$ cat config.mk
export PLATFORM = sky130hd
export DESIGN_NAME = spi_slave_rx
export DESIGN_NICKNAME = d
export VERILOG_FILES = /design/src/rtl/spi_slave_rx.sv
export SDC_FILE = /design/constraint.sdc
export NUM_CORES = 1
export LEC_CHECK = 0
export ABC_CLOCK_PERIOD_IN_PS = 2850
export CORE_MARGIN = 2
export CORE_UTILIZATION = 45
export DETAILED_ROUTE_END_ITERATION = 10
export PLACE_DENSITY = 0.75
export SLEW_MARGIN = 0
export SYNTH_ARGS = -nofsm -noshare
export SYNTH_HDL_FRONTEND = slang
export SYNTH_SLANG_ARGS = --single-unit
$ cat constraint.sdc
create_clock -name clk -period 2.85 [get_ports clk]
set_clock_uncertainty 0.2 [all_clocks]
set_input_delay 0.57 -clock clk [delete_from_list [all_inputs] [get_ports clk]]
set_output_delay 0.57 -clock clk [all_outputs]
set_load 0.02 [all_outputs]
$ cat src/rtl/spi_slave_rx.sv
// SPI receive target: deserialises MSB-first words on falling sclk while selected,
// and buffers completed words in a DEPTH-entry FIFO drained through a valid/ready port.
module spi_slave_rx #(
   parameter int unsigned WORD_W = 32,
   parameter int unsigned DEPTH  = 4
) (
   input  logic                   clk,
   input  logic                   rst,
   input  logic                   sclk,
   input  logic                   mosi,
   input  logic                   cs_n,
   output logic [WORD_W-1:0]      rx_data,
   output logic                   rx_valid,
   input  logic                   rx_ready,
   output logic [$clog2(DEPTH):0] rx_level,
   output logic                   active,
   output logic                   frame_err,
   output logic                   overflow,
   input  logic                   clr_overflow
);

   localparam int unsigned AW = $clog2(DEPTH);
   localparam int unsigned CW = $clog2(WORD_W);
   localparam logic [CW-1:0] LAST_BIT = CW'(WORD_W - 1);
   localparam logic [AW:0]   FULL_LVL = (AW + 1)'(DEPTH);

   typedef enum logic {IDLE, RECV} state_t;
   state_t state_q, state_d;

   logic              sclk_q;
   logic [CW-1:0]     bit_cnt, bit_cnt_d, cnt_after;
   logic [WORD_W-2:0] shift, shift_d;
   logic [WORD_W-1:0] word_nx;
   logic              sample, word_done, cs_fall, cs_rise, ferr_d;

   logic [WORD_W-1:0] mem [DEPTH];
   logic [AW:0]       wr_ptr, rd_ptr;
   logic              pop, push, full, ovf_set;

   // The registered select (state_q) qualifies sampling, so the last falling
   // sclk still lands when the master raises cs_n on that same clk.
   assign sample    = sclk_q && !sclk && (state_q == RECV);
   assign word_nx   = {shift, mosi};
   assign word_done = sample && (bit_cnt == LAST_BIT);
   assign cs_fall   = (state_q == IDLE) && !cs_n;
   assign cs_rise   = (state_q == RECV) && cs_n;

   always_comb begin
      state_d   = state_q;
      shift_d   = shift;
      cnt_after = bit_cnt;
      ferr_d    = 1'b0;
      if (sample) begin
         shift_d   = word_nx[WORD_W-2:0];
         cnt_after = word_done ? '0 : bit_cnt + 1'b1;
      end
      bit_cnt_d = cnt_after;
      case (state_q)
         IDLE: begin
            if (cs_fall) begin
               state_d   = RECV;
               bit_cnt_d = '0;
            end
         end
         RECV: begin
            if (cs_rise) begin
               state_d   = IDLE;
               bit_cnt_d = '0;
               ferr_d    = (cnt_after != '0);
            end
         end
         default: state_d = IDLE;
      endcase
   end

   assign rx_level = wr_ptr - rd_ptr;
   assign rx_valid = (rx_level != '0);
   assign full     = (rx_level == FULL_LVL);
   assign pop      = rx_valid && rx_ready;
   assign push     = word_done && (!full || pop);
   assign ovf_set  = word_done && full && !pop;
   assign rx_data  = rx_valid ? mem[rd_ptr[AW-1:0]] : '0;
   assign active   = (state_q == RECV);

   always_ff @(posedge clk or posedge rst) begin
      if (rst) begin
         state_q   <= IDLE;
         sclk_q    <= 1'b0;
         bit_cnt   <= '0;
         shift     <= '0;
         wr_ptr    <= '0;
         rd_ptr    <= '0;
         frame_err <= 1'b0;
         overflow  <= 1'b0;
      end else begin
         state_q   <= state_d;
         sclk_q    <= sclk;
         bit_cnt   <= bit_cnt_d;
         shift     <= shift_d;
         frame_err <= ferr_d;
         if (push) wr_ptr <= wr_ptr + 1'b1;
         if (pop)  rd_ptr <= rd_ptr + 1'b1;
         if (ovf_set)           overflow <= 1'b1;
         else if (clr_overflow) overflow <= 1'b0;
      end
   end

   always_ff @(posedge clk) begin
      if (push) mem[wr_ptr[AW-1:0]] <= word_nx;
   end

endmodule

* Word level (Yosys, flattened, before mapping)
Memories as Yosys holds them, arrays and structs flattened. Index checks and enable logic that the tools add are counted. Widths: inputs -> output; s select.
Storage, ports and cells: input bits 7, memory bits (read-only) 0, memories 1, output and inout port bits 39, RAM bits 128, logic and storage cells 48, bits in latches 0, register bits after elaboration 46
Memory list:
- mem | words 4, bits a word 32, rd ports 1, clocked after memory_dff 0, write ports 1, RTL line 36 | logic [WORD_W-1:0] mem [DEPTH];
Operators by class: $mul 0, multiplexer cells 15, add/sub/neg operators 4, divide/modulo/power cells 0, $lt $le $gt $ge 0, shift operators 0, bitwise logic cells 1, eq/ne operators 2, reductions and logical operators 17
Operator list (count):
- $mux 32 | 1
- $mux 5 | 4
- $pmux 5 s2 | 1
- $logic_and 1x1->1 | 9
- $mux 1 | 8
- $add 3x1->3 const B | 2
- $add 5x1->5 const B | 1
- $eq 5x5->1 const B | 1
- $reduce_bool 5->1 | 1
- $logic_not 1->1 | 4
- $eq 3x3->1 const B | 1
- $reduce_bool 3->1 | 1
- $sub 3x3->3 | 1
- $pmux 1 s2 | 1
- $reduce_bool 2->1 | 1
- $logic_or 1x1->1 | 1
- $not 1->1 | 1

* Depth between registers and ports, before layout
Gate-level depths: netlist (run 1).
depth after elaboration 9, gate-level depth with buffers 8, mapped depth without buffers 7

* Least setup slack after synthesis (run 1)
Ideal clock, no wire load.
path kind flip-flop to output port, start point register wr_ptr[0], end point output port rx_data[22], required time 2080 ps, stages on the path, launching flop included 8, path buffers 1, slack -4 ps, arrival time 2084 ps, path through dfrtp_1 > inv_1 > ha_1 > fa_1 > xnor3_2 > nand3_1 > clkbuf_1 > and2_1
On the way: word-level cells in the longest chain between the ends 3
Ends and longest elaborated chain:
- start, declared | RTL line 37 | logic [AW:0] wr_ptr, rd_ptr;
- start signal, assigned | RTL line 101 | if (push) wr_ptr <= wr_ptr + 1'b1;
- $sub 3x3->3 | RTL line 76 | assign rx_level = wr_ptr - rd_ptr;
- $reduce_bool 3->1 | RTL line 77 | assign rx_valid = (rx_level != '0);
- via rx_valid | RTL line 13 | output logic rx_valid,
- $mux 32 | RTL line 82 | assign rx_data = rx_valid ? mem[rd_ptr[AW-1:0]] : '0;
- end, declared | RTL line 12 | output logic [WORD_W-1:0] rx_data,
The timed path passes the listed nets, and every way through them passes these cells.

* Final worst setup path (run 1)
start point register rd_ptr[0], end point output port rx_data[31]
On the way: word-level cells in the longest chain between the ends 3, elaborated cells on any way between the ends 4, classes of those cells 1 x add/sub; 1 x mux; 1 x reduce/logical; 1 x memory
Ends and longest elaborated chain:
- start, declared | RTL line 37
- start signal, assigned | RTL line 102 | if (pop) rd_ptr <= rd_ptr + 1'b1;
- $sub 3x3->3 | RTL line 76
- $reduce_bool 3->1 | RTL line 77
- $mux 32 (*) | RTL line 82
Mark *: on every way between the ends. The rest lies on a longest branch, timed or not.

==> results.env, run 1 <==
OUTCOME='finished, violations left'
DETAIL_ROUTE.WL_PER_CELL_UM=18.07
CRIT_ARRIVAL_NS=2.23
MAXSLEWVIOLCOUNT=0
WORST-SLEW-PIN-TRANSITION_NS=0.5936
WORSTHOLDPATHTYPE='reg2reg'
FINALWORSTSETUPSLACK_NS=-0.1518
SYNTH_MOST_COMMON_CELL='sky130_fd_sc_hd__edfxtp_1'
GRT_ANTENNA_BEFORE_REPAIR=0
GRT.OVERFLOW.TOTAL=0
DRT-TOTAL-WL_UM=12500
CTSLONGESTPATHBUFFERS=2
NETLIST-CELL-TYPE-COUNT=32
GRT_START_MAX_NET_PINS=36
TRITONCTS_CLOCK_TREE='done'
PLACEMENTROWS=45
FLOORPLAN.CORE_AREA_SQ_UM=15030
UNREPAIRED_SETUP_ENDPOINTS_AFTER_GLOBAL_ROUTING='true'
REMAINING_DRC_ERRORS=0
SYNTH_TOP_AREA_FRAC=0.5624
GPL.FINAL_WEIGHTED_CONGESTION=0.8174
POST_SYNTH_INSTANCE_AREA_SQ_UM=6834
GROUTE.LAYER.MET3.USAGE=0.03727
IOPINCOUNT=46
GR-USAGE-MET1=0.2079
CTS_NUM_SINKS=174
CRIT_TYPE='reg2out'
SYNTH-EDFF-COUNT=128
TIMING.FINAL.HOLD_VIOLATIONS=0
AVGSYNTHCELLAREA_SQ_UM=16.31
GRT_FIRST_PASS_WIRELENGTH_UM=19200
P_LEAK_nW=3.336
SYNTHTOLAYOUTAREAGROWTH_PCT=22.90
GRTUSAGETOTAL=0.1597
LEADING_CELL_TYPES_BY_COUNT_AFTER_SYNTHESIS='sky130_fd_sc_hd__edfxtp_1 (128), sky130_fd_sc_hd__nand2_1 (100), sky130_fd_sc_hd__dfrtp_1 (46), sky130_fd_sc_hd__and2_1 (32), sky130_fd_sc_hd__mux4_2 (32)'
SETUP_VIOL_COUNT_FINAL=33
TIMING.FINAL.CRIT_SHARE=1.053
GROUTE.LAYER.MET2.USAGE=0.2596
SYNTH-ASYNC-RESET-RATIO=0.2644
YS_SEQ_AREA_FRAC=0.7309
PORTBUFFERS=45
DIE_WIDTH_UM=127.2
YOSYSWARNINGCOUNT=0
PLACE_WORST_SETUP_SLACK_NS=-0.2758
PEAK_FREQ_MHz=333.1
REG2REG_SETUP_SLACK_NS=0.03
DRIVE_GT1_FRAC=0.2956
END_KIND='output pin'
NUM_ANTENNA_CELLS=0
CTS_HTREE_LEVELS=4
SYNTH_LARGEST_AREA_CELL='sky130_fd_sc_hd__edfxtp_1'
VIA_COUNT=3613
CTS_MADE_BUFFERS=17
CLOCK_INSERTION_DELAY_WORST_SKEW_NS=0.42
GRT-BUSIEST-LAYER='met2'
DETAIL_ROUTE.VIAS_PER_CELL=5.221
POWER-PER-CELL-AREA_nW_PER_UM2=829.8
HPWLAFTERDP_UM=6955
FP.DIEH_UM=127.2
CTS.REPORTEDPATHS.CLKPINSLEW_NS=0.06
FP.DIEAREA_SQ_UM=16190
CLOCKROOTBUFFER='sky130_fd_sc_hd__clkbuf_16'
LAYOUT.CORE_UTILIZATION=0.5587
LAYOUT.FILLER_CELLS=1137
FAILED_CHECKS='negative setup slack'
NETLIST_INSTANCES=419
ANT_NETS=0
DR.FIRST_ITER.DRC_COUNT=321
YS_TOP_CELLS_BY_AREA='sky130_fd_sc_hd__edfxtp_1 (56%), sky130_fd_sc_hd__dfrtp_1 (17%), sky130_fd_sc_hd__mux4_2 (11%)'
GRT_PASS1_VIAS=3647
SYNTH-SEQ-CELLS=174
TIMING.MAX_CAP.VIOLATIONS=0
MAPPEDNETLISTNETS=435
WORSTSETUPSTARTPOINTTYPE='flip-flop'
VDD.IR_DROP.WORST_V=0.0005137
DRT_PASS1_ITERATIONS=5
SYNTH_FF_TYPE='sky130_fd_sc_hd__edfxtp_1'
INITIAL_UTILIZATION=0.4546
REQUIRED_NS=2.08
FINAL.MIN_CLOCK_PERIOD_NS=3.002
MAX_SLEW_MARGIN=0.6037
NNETSFINAL=507
CRITPATHMAXFANOUT=11
-- what timing repair did --
action / 4_1_cts / 5_1_grt
endpoints found under the hold margin: 0 / 0
hold buffers: 0 / 0
pin swaps: 0 / 3
setup buffers: 3 / 1
gates cloned: 1 / 2
setup endpoints to repair: 35 / 57
resized for setup: 171 / 28
-- final cells by class --
cell class                      count  area (sq um)  share of cell area
Sequential cell                   174          4996              0.5948
Tap cell                          188         235.2             0.02801
Timing Repair Buffer               74         724.4             0.08625
Clock buffer                       19         432.9             0.05154
Multi-Input combinational cell    215          1779              0.2118
Clock inverter                     13         195.2             0.02324
Inverter                            9         36.28            0.004320
-- state kept, by name, indices dropped and copies added, names as in the netlist --
| signal | cells |
|---|---|
| mem | 128 |
| shift | 31 |
| bit_cnt | 5 |
| rd_ptr | 3 |
| wr_ptr | 3 |
| active | 1 |
| frame_err | 1 |
| overflow | 1 |
| sclk_q | 1 |
-- worst max-delay path: stages, from the launching register on --
cell and delay (ns):
sky130_fd_sc_hd__dfrtp_2 0.43, sky130_fd_sc_hd__ha_4 0.17, sky130_fd_sc_hd__fa_2 0.32, sky130_fd_sc_hd__xnor3_2 0.27
sky130_fd_sc_hd__nand3_4 0.15, sky130_fd_sc_hd__buf_6 0.18, sky130_fd_sc_hd__and2_1 0.13, sky130_fd_sc_hd__buf_2 0.15
-- stage by stage --
stage | instances | total power [mW] | area (sq um) | hold WS (ns) | setup TNS [ns]
final | 692 | 6.970 | 8399 | 0.2946 | -4.328
after global routing | 692 | 7.219 | 8399 | 0.3074 | -7.441
after CTS | 689 | 6.894 | 8252 | 0.2969 | -5.451
after detailed placement | 653 | 4.458 | 7639 | 0.2771 | -8.305
after global placement | 653 | 4.445 | 7639 | 0.2626 | -5.137
after floorplan | 419 | 3.844 | 6835 | 0.2433 | 0
-- final timing paths --
path / from / to / cells past startpoint
max reg2reg: rd_ptr[0] / mem[0][10] / 9
max: rd_ptr[0] / rx_data[31] / 7
min reg2reg: wr_ptr[2] / wr_ptr[2] / 1
max in group asynchronous: rst / shift[10] / 3
min in group asynchronous: rst / active / 2
min: wr_ptr[2] / wr_ptr[2] / 1
-- metal layers --
layer  vias to the layer above  share of wire  wire length [um]
met5                         -              0                 0
li1                       1668              -                 -
met4                         0          0.018               230
met3                        18          0.053               665
met1                      1830           0.42              5235
met2                        97           0.51              6371
-- cell usage in the layout, fill, tap and decap left out, types with 2 or more instances in the layout --
cell and instances:
sky130_fd_sc_hd__a21oi_1 5, sky130_fd_sc_hd__a31oi_1 2, sky130_fd_sc_hd__and2_1 20, sky130_fd_sc_hd__and2_2 2
sky130_fd_sc_hd__and2_4 14, sky130_fd_sc_hd__buf_12 3, sky130_fd_sc_hd__buf_16 2, sky130_fd_sc_hd__buf_2 20
sky130_fd_sc_hd__buf_4 18, sky130_fd_sc_hd__buf_6 15, sky130_fd_sc_hd__buf_8 3, sky130_fd_sc_hd__bufinv_16 5
sky130_fd_sc_hd__clkbuf_1 2, sky130_fd_sc_hd__clkbuf_16 19, sky130_fd_sc_hd__clkdlybuf4s50_1 10, sky130_fd_sc_hd__clkinv_1 3
sky130_fd_sc_hd__clkinv_2 2, sky130_fd_sc_hd__clkinvlp_4 2, sky130_fd_sc_hd__dfrtp_1 45, sky130_fd_sc_hd__edfxtp_1 128
sky130_fd_sc_hd__ha_1 7, sky130_fd_sc_hd__inv_1 6, sky130_fd_sc_hd__inv_2 2, sky130_fd_sc_hd__mux4_2 32
sky130_fd_sc_hd__nand2_1 100, sky130_fd_sc_hd__nand4_1 2, sky130_fd_sc_hd__nor2_1 5, sky130_fd_sc_hd__nor3_1 2
sky130_fd_sc_hd__o21ai_0 4, sky130_fd_sc_hd__xnor2_1 5
-- kinds of logic (layout without fill, tap and decap cells) --
logic type                 Yosys count  count (layout)  synth area share
AOI/OAI and AO/OA                   14              14           0.01391
xor gates and xnor gates             7               7           0.01117
adders and majority gates            9               9           0.01758
buffers and inverters               30             115           0.01739
DFF                                174             174            0.7309
muxes                               33              33            0.1071
and+or+nand+nor                    152             152            0.1020
-- report_power, final --
part | internal (mW) | total (mW) | switching (mW)
Sequential | 2.79 | 2.86 | 0.0691
Clock | 1.54 | 2.45 | 0.903
Combinational | 0.819 | 1.67 | 0.849
(Power assumes the default switching activity.)
==> run 2, diff against run 1 <==
Settings changed: CAP_MARGIN from default to 25.
==> results of run 2 <==
Same layout as run 1: the final DEF is identical, and so are final timing and power.
